--- config.mk ---
export PLATFORM = sky130hd
export DESIGN_NAME = pipelined_barrel_shifter
export DESIGN_NICKNAME = d
export VERILOG_FILES = /design/src/rtl/shifter_pkg.sv /design/src/rtl/shifter_stage.sv /design/src/rtl/pipelined_barrel_shifter.sv
export SDC_FILE = /design/constraint.sdc
export NUM_CORES = 1
export LEC_CHECK = 0
export CORE_ASPECT_RATIO = 1.75
export CORE_MARGIN = 5
export CORE_UTILIZATION = 63
export DETAILED_ROUTE_END_ITERATION = 7
export PLACE_DENSITY = 0.95
export SLEW_MARGIN = 20
export SYNTH_ARGS = -nofsm -noshare
export SYNTH_HDL_FRONTEND = slang
export SYNTH_SLANG_ARGS = --single-unit
--- constraint.sdc ---
create_clock -name clk_i -period 5 [get_ports clk_i]
set_input_delay 1 -clock clk_i [delete_from_list [all_inputs] [get_ports clk_i]]
set_output_delay 1 -clock clk_i [all_outputs]
set_load 0.005 [all_outputs]
--- src/rtl/shifter_pkg.sv ---
// Shared op codes, shift-kind decode and layer-group partitioning for the pipelined barrel
// shifter.
package shifter_pkg;

    localparam logic [2:0] OP_SRA      = 3'b000;
    localparam logic [2:0] OP_SLL      = 3'b001;
    localparam logic [2:0] OP_SRL      = 3'b010;
    localparam logic [2:0] OP_SLL_ALT  = 3'b011;
    localparam logic [2:0] OP_ROR      = 3'b100;
    localparam logic [2:0] OP_ROL      = 3'b101;
    localparam logic [2:0] OP_PASS     = 3'b110;
    localparam logic [2:0] OP_PASS_ALT = 3'b111;

    typedef enum logic [2:0] {
        KindSra,
        KindSrl,
        KindSll,
        KindRor,
        KindRol,
        KindPass
    } shift_kind_e;

    function automatic shift_kind_e decode_op(input logic [2:0] op);
        case (op)
            OP_SRA:             return KindSra;
            OP_SRL:             return KindSrl;
            OP_SLL, OP_SLL_ALT: return KindSll;
            OP_ROR:             return KindRor;
            OP_ROL:             return KindRol;
            default:            return KindPass;
        endcase
    endfunction

    // First layer index of group idx; group idx covers [grp_bound(idx), grp_bound(idx+1)).
    function automatic int unsigned grp_bound(input int unsigned shw, input int unsigned stages,
                                              input int unsigned idx);
        int unsigned per;
        per = (shw + stages - 1) / stages;
        return (idx * per > shw) ? shw : idx * per;
    endfunction

endpackage

--- src/rtl/shifter_stage.sv ---
// One pipeline stage: applies shift layers LO..HI-1 to the incoming beat, then registers the
// result with a valid bit and local ready logic.
module shifter_stage
    import shifter_pkg::*;
#(
    parameter int unsigned WIDTH = 32,
    parameter int unsigned SHW   = 5,
    parameter int unsigned LO    = 0,
    parameter int unsigned HI    = 5
) (
    input  logic             clk_i,
    input  logic             rst_i,
    input  logic             valid_i,
    output logic             ready_o,
    input  logic [WIDTH-1:0] data_i,
    input  logic [SHW-1:0]   amt_i,
    input  logic [2:0]       op_i,
    input  logic             carry_i,
    output logic             valid_o,
    input  logic             ready_i,
    output logic [WIDTH-1:0] data_o,
    output logic [SHW-1:0]   amt_o,
    output logic [2:0]       op_o,
    output logic             carry_o
);

    logic             valid_q;
    logic [WIDTH-1:0] data_q, data_d;
    logic [SHW-1:0]   amt_q;
    logic [2:0]       op_q;
    logic             carry_q, carry_d;
    shift_kind_e      kind;
    logic [SHW-1:0]   sel;
    logic [WIDTH-1:0] tmp;
    int               s;

    always_comb begin
        data_d  = data_i;
        carry_d = carry_i;
        kind    = decode_op(op_i);
        sel     = '0;
        tmp     = '0;
        s       = 0;
        for (int k = 0; k < int'(SHW); k++) begin
            sel = amt_i >> k;
            if (k >= int'(LO) && k < int'(HI) && sel[0]) begin
                s = 1 << k;
                // Carry is the last bit leaving the word in this layer; later layers overwrite it.
                case (kind)
                    KindSra: begin
                        tmp     = data_d >> (s - 1);
                        carry_d = tmp[0];
                        data_d  = $signed(data_d) >>> s;
                    end
                    KindSrl: begin
                        tmp     = data_d >> (s - 1);
                        carry_d = tmp[0];
                        data_d  = data_d >> s;
                    end
                    KindSll: begin
                        tmp     = data_d >> (WIDTH - s);
                        carry_d = tmp[0];
                        data_d  = data_d << s;
                    end
                    KindRor: begin
                        data_d  = (data_d >> s) | (data_d << (WIDTH - s));
                        carry_d = data_d[WIDTH-1];
                    end
                    KindRol: begin
                        data_d  = (data_d << s) | (data_d >> (WIDTH - s));
                        carry_d = data_d[0];
                    end
                    default: ;
                endcase
            end
        end
    end

    assign ready_o = !valid_q || ready_i;

    always_ff @(posedge clk_i or posedge rst_i) begin
        if (rst_i) begin
            valid_q <= 1'b0;
            data_q  <= '0;
            amt_q   <= '0;
            op_q    <= '0;
            carry_q <= 1'b0;
        end else begin
            if (ready_o) begin
                valid_q <= valid_i;
            end
            if (valid_i && ready_o) begin
                data_q  <= data_d;
                amt_q   <= amt_i;
                op_q    <= op_i;
                carry_q <= carry_d;
            end
        end
    end

    assign valid_o = valid_q;
    assign data_o  = data_q;
    assign amt_o   = amt_q;
    assign op_o    = op_q;
    assign carry_o = carry_q;

endmodule

--- src/rtl/pipelined_barrel_shifter.sv ---
// Pipelined barrel shifter with shift/rotate modes, carry and zero flags and valid/ready
// handshakes; STAGES register stages each applying a contiguous group of shift layers.
module pipelined_barrel_shifter
    import shifter_pkg::*;
#(
    parameter int unsigned WIDTH  = 32,
    parameter int unsigned SHW    = $clog2(WIDTH),
    parameter int unsigned STAGES = 1
) (
    input  logic             clk_i,
    input  logic             rst_i,
    input  logic             in_valid_i,
    output logic             in_ready_o,
    input  logic [WIDTH-1:0] in_a_i,
    input  logic [SHW-1:0]   in_b_i,
    input  logic [2:0]       in_op_i,
    output logic             out_valid_o,
    input  logic             out_ready_i,
    output logic [WIDTH-1:0] out_c_o,
    output logic             out_carry_o,
    output logic             out_zero_o
);

    logic             valid [STAGES+1];
    logic             ready [STAGES+1];
    logic [WIDTH-1:0] data  [STAGES+1];
    logic [SHW-1:0]   amt   [STAGES+1];
    logic [2:0]       op    [STAGES+1];
    logic             carry [STAGES+1];

    assign valid[0]       = in_valid_i;
    assign data[0]        = in_a_i;
    assign amt[0]         = in_b_i;
    assign op[0]          = in_op_i;
    assign carry[0]       = 1'b0;
    assign ready[STAGES]  = out_ready_i;
    assign in_ready_o     = ready[0];

    for (genvar i = 0; i < STAGES; i++) begin : g_stage
        shifter_stage #(
            .WIDTH (WIDTH),
            .SHW   (SHW),
            .LO    (grp_bound(SHW, STAGES, i)),
            .HI    (grp_bound(SHW, STAGES, i + 1))
        ) u_stage (
            .clk_i   (clk_i),
            .rst_i   (rst_i),
            .valid_i (valid[i]),
            .ready_o (ready[i]),
            .data_i  (data[i]),
            .amt_i   (amt[i]),
            .op_i    (op[i]),
            .carry_i (carry[i]),
            .valid_o (valid[i+1]),
            .ready_i (ready[i+1]),
            .data_o  (data[i+1]),
            .amt_o   (amt[i+1]),
            .op_o    (op[i+1]),
            .carry_o (carry[i+1])
        );
    end

    assign out_valid_o = valid[STAGES];
    assign out_c_o     = data[STAGES];
    assign out_carry_o = carry[STAGES];
    // Qualified by valid so the flag reads 0 out of reset, when the result register is 0.
    assign out_zero_o  = valid[STAGES] && (data[STAGES] == '0);

endmodule
==> summary.txt <==
Outcome
  – Outcome: finished with violations
  – Failing checks: DRC

Clock network
  – CTS resizes: 0
  – Htree depth: 2
  – Clk sinks: 34
  – CTS root buf: clkbuf_16
  – Clk buf depth: 2
  – CTS Hold Bufs: 0
  – CTS buffer count: 5
  – Clk_lat worst skew: 0.28 ns
  – CTS tree: done
  – Postcts setup bufs: 0
  – Worst-path clk slew: 0.05 ns

Route
  – Wire per inst: 29.4 um
  – DRT antenna net count: 0
  – Final wirelength: 28400 um
  – Vias per cell: 8.12
  – First drt pass iteration count: 8
  – DRC Markers: 25
  – DR vias: 7860
  – Starting DRT DRC Count: 1509

Finish
  – Fin nets: 886
  – N_diodes: 0
  – Area Growth Syn to Fin: 16.2%
  – Post-Layout Cell Count: 968
  – Final Util: 74.4%
  – Layout cell share with drive strength beyond 1: 18.4%

Yosys
  – Synth top area share: 13.5%
  – Gate count after technology mapping: 784
  – Count of cell types in the netlist: 85
  – Ranking of synthesized cells by area: dfrtp_1 14%, mux4_2 11%, mux2i_1 8.9%
  – Yosys top cell by area: dfrtp_1
  – YS warnings: 0
  – Synth Register Bits: 34
  – Register area share after synthesis: 13.5%
  – Post-synth ARST share: 100%
  – EDFF count, synth: 0
  – Synthesized area per cell: 8.04 um2
  – Post-synth top flop: dfrtp_1
  – Synth cell count leaders: 92 x nand2_1, 92 x nor2_1, 56 x mux2i_1
  – Synth Cell Area: 6300 um2
  – Syn_nets: 828

Power
  – Max VDD drop: 0.297 mV
  – LEAKAGE: 2.81 nW
  – PwrDens: 228 nW/um2

Floorplanning
  – Row cnt: 48
  – Die H: 142 um
  – I/O pin cnt: 80
  – Initial Utilization: 64.0%
  – Die area: 12200 um2
  – Die X: 85.6 um
  – Core area: 9850 um2

Timing
  – Crit path time final: 4.62 ns
  – RSZ-0062 raised after global routing: false
  – FMAX: 216 MHz
  – Period utilization: 92.4%
  – Worst-margin pin slew: 1.03 ns
  – Final hold violation count: 0
  – Pins Over Slew Limit: 0
  – Setup TNS: 0 ns
  – Final setup viols: 0
  – Max-slew headroom: 31.6%
  – Worst Skew: 0.00334 ns

Global route
  – Largest net degree at the start of global routing: 66
  – Met3 Use GR: 8.63%
  – Grt total ovfl: 0
  – Vias in the first global route: 7612
  – Grt met1 use: 50.7%
  – Most used routing layer: met2
  – First-pass GRT wire length: 43000 um
  – Total Routing Usage GR: 45.8%
  – Initial antenna violation count: 0
  – Met2 Track Usage GR: 74.3%

Worst hold path
  – Hold Crit Class: reg2reg

Critical path
  – Req. time, crit path: 5.17 ns
  – Worst Path Arrival: 4.79 ns
  – CP dominant cell by count: o21ai_0
  – CP endpoint kind: flip-flop
  – CP delay by family, top: compound AO/OA/AOI/OAI gates
  – Slowest cell on the critical path: a221oi_1
  – CP max FO: 34
  – Worst setup path class: in2reg
  – CP bufs+invs: 1
  – Worst-path cell chain: clkdlybuf4s50_1 -> a21bo_2 -> nor2_1 -> a221oi_1 -> o21ai_0 -> nand4_1 -> o21ai_0 -> o21a_1
  – Critical Path Max Stage Delay: 0.94 ns
  – Startpoint types: input port

Flow run
  – Max Cap Viol: 0

Placed design
  – Placed cells: 960
  – GPL Wtd Cong: 1.15
  – Port buffer count: 79
  – DP HPWL: 21200 um
==> path summary, 6_finish.rpt <==
path | endpoint | from | cells after the start | slack (ns)
setup / recovery | g_stage[0].u_stage.carry_o$_DFFE_PP0P_ | in_op_i[2] | 8 | 0.38
max in group asynchronous | g_stage[0].u_stage.data_o[30]$_DFFE_PP0P_ | rst_i | 3 | 3.59
setup reg to reg | g_stage[0].u_stage.data_o[25]$_DFFE_PP0P_ | g_stage[0].u_stage.valid_o$_DFFE_PP0N_ | 8 | 2.77
hold / removal | g_stage[0].u_stage.data_o[13]$_DFFE_PP0P_ | g_stage[0].u_stage.data_o[13]$_DFFE_PP0P_ | 2 | 0.54
hold reg to reg | g_stage[0].u_stage.data_o[13]$_DFFE_PP0P_ | g_stage[0].u_stage.data_o[13]$_DFFE_PP0P_ | 2 | 0.54
min in group asynchronous | g_stage[0].u_stage.data_o[15]$_DFFE_PP0P_ | rst_i | 3 | 1.10
==> metal layers <==
metal | share of wire [%] | vias to the layer above
li1 | - | 3153
met1 | 30 | 3515
met2 | 45 | 878
met3 | 13 | 314
met4 | 12 | 0
met5 | 0 | -
==> report_power, final <==
part	switching [mW]	internal, mW
sequential	0.0692	0.332
clock	0.110	0.197
combinational	0.536	0.426
total	0.715	0.955
==> tightest hold or removal path, stage by stage, from the launching register on <==
cell     delay (ns)
dfrtp_1        0.37
a32oi_1        0.07
o21ai_1        0.07
==> area by class of cell <==
class,count,area [um2]
multi-input cells,675,5030
fillers,751,2520
repair buffers,118,1110
flip-flops and latches,34,851
well taps,125,156
clock buffers,7,143
inverters,8,30.0
clock inverters,1,5.00
==> per-stage QoR <==
step / area (um2) / worst slack [ns] / hold slack, ns / total power, mW
finish: 7330 / 0.378 / 0.544 / 1.67
floorplan: 6300 / 1.84 / 0.502 / 0.936
detailed placement: 7180 / 0.453 / 0.523 / 1.31
global route: 7330 / 0.365 / 0.562 / 1.72
global placement: 7180 / 0.546 / 0.514 / 1.29
CTS: 7330 / 0.726 / 0.541 / 1.62
==> state kept, by name (all words and copies together) (netlist names) <==
register	count
g_stage.u_stage.valid_o	1
g_stage.u_stage.carry_o	1
g_stage.u_stage.data_o	32
==> cell usage in the layout (no fill, tap or decap), drive strengths merged, types with 3 or more instances in the layout <==
cell,n
nand2b,8
mux2,55
clkbuf,7
a21o,5
nand3,10
a31o,3
a2bb2oi,3
a21bo,3
o211ai,11
nand4,7
a21oi,51
and3,3
o21a,7
nor3,15
a21boi,5
o31ai,6
nor2,92
clkdlybuf4s50,78
a221o,4
o221ai,13
nand2,92
inv,7
or3,4
a31oi,9
o22ai,18
o31a,4
a32oi,4
dfrtp,34
nor4,10
mux2i,59
a221oi,11
o211a,3
and2,12
a211oi,12
buf,40
o32ai,3
a2111oi,4
mux4,32
a22oi,5
o21ai,62
==> cells by family after synthesis <==
logic type / count (synthesis) / share of synthesized area, %
compound gates: 264 / 29.4
xor+xnor: 1 / 0.139
buf+inv: 75 / 6.79
flops: 34 / 13.5
mux: 146 / 31.3
simple gates: 264 / 18.9
Note: power is estimated with default switching activity, not from simulation.
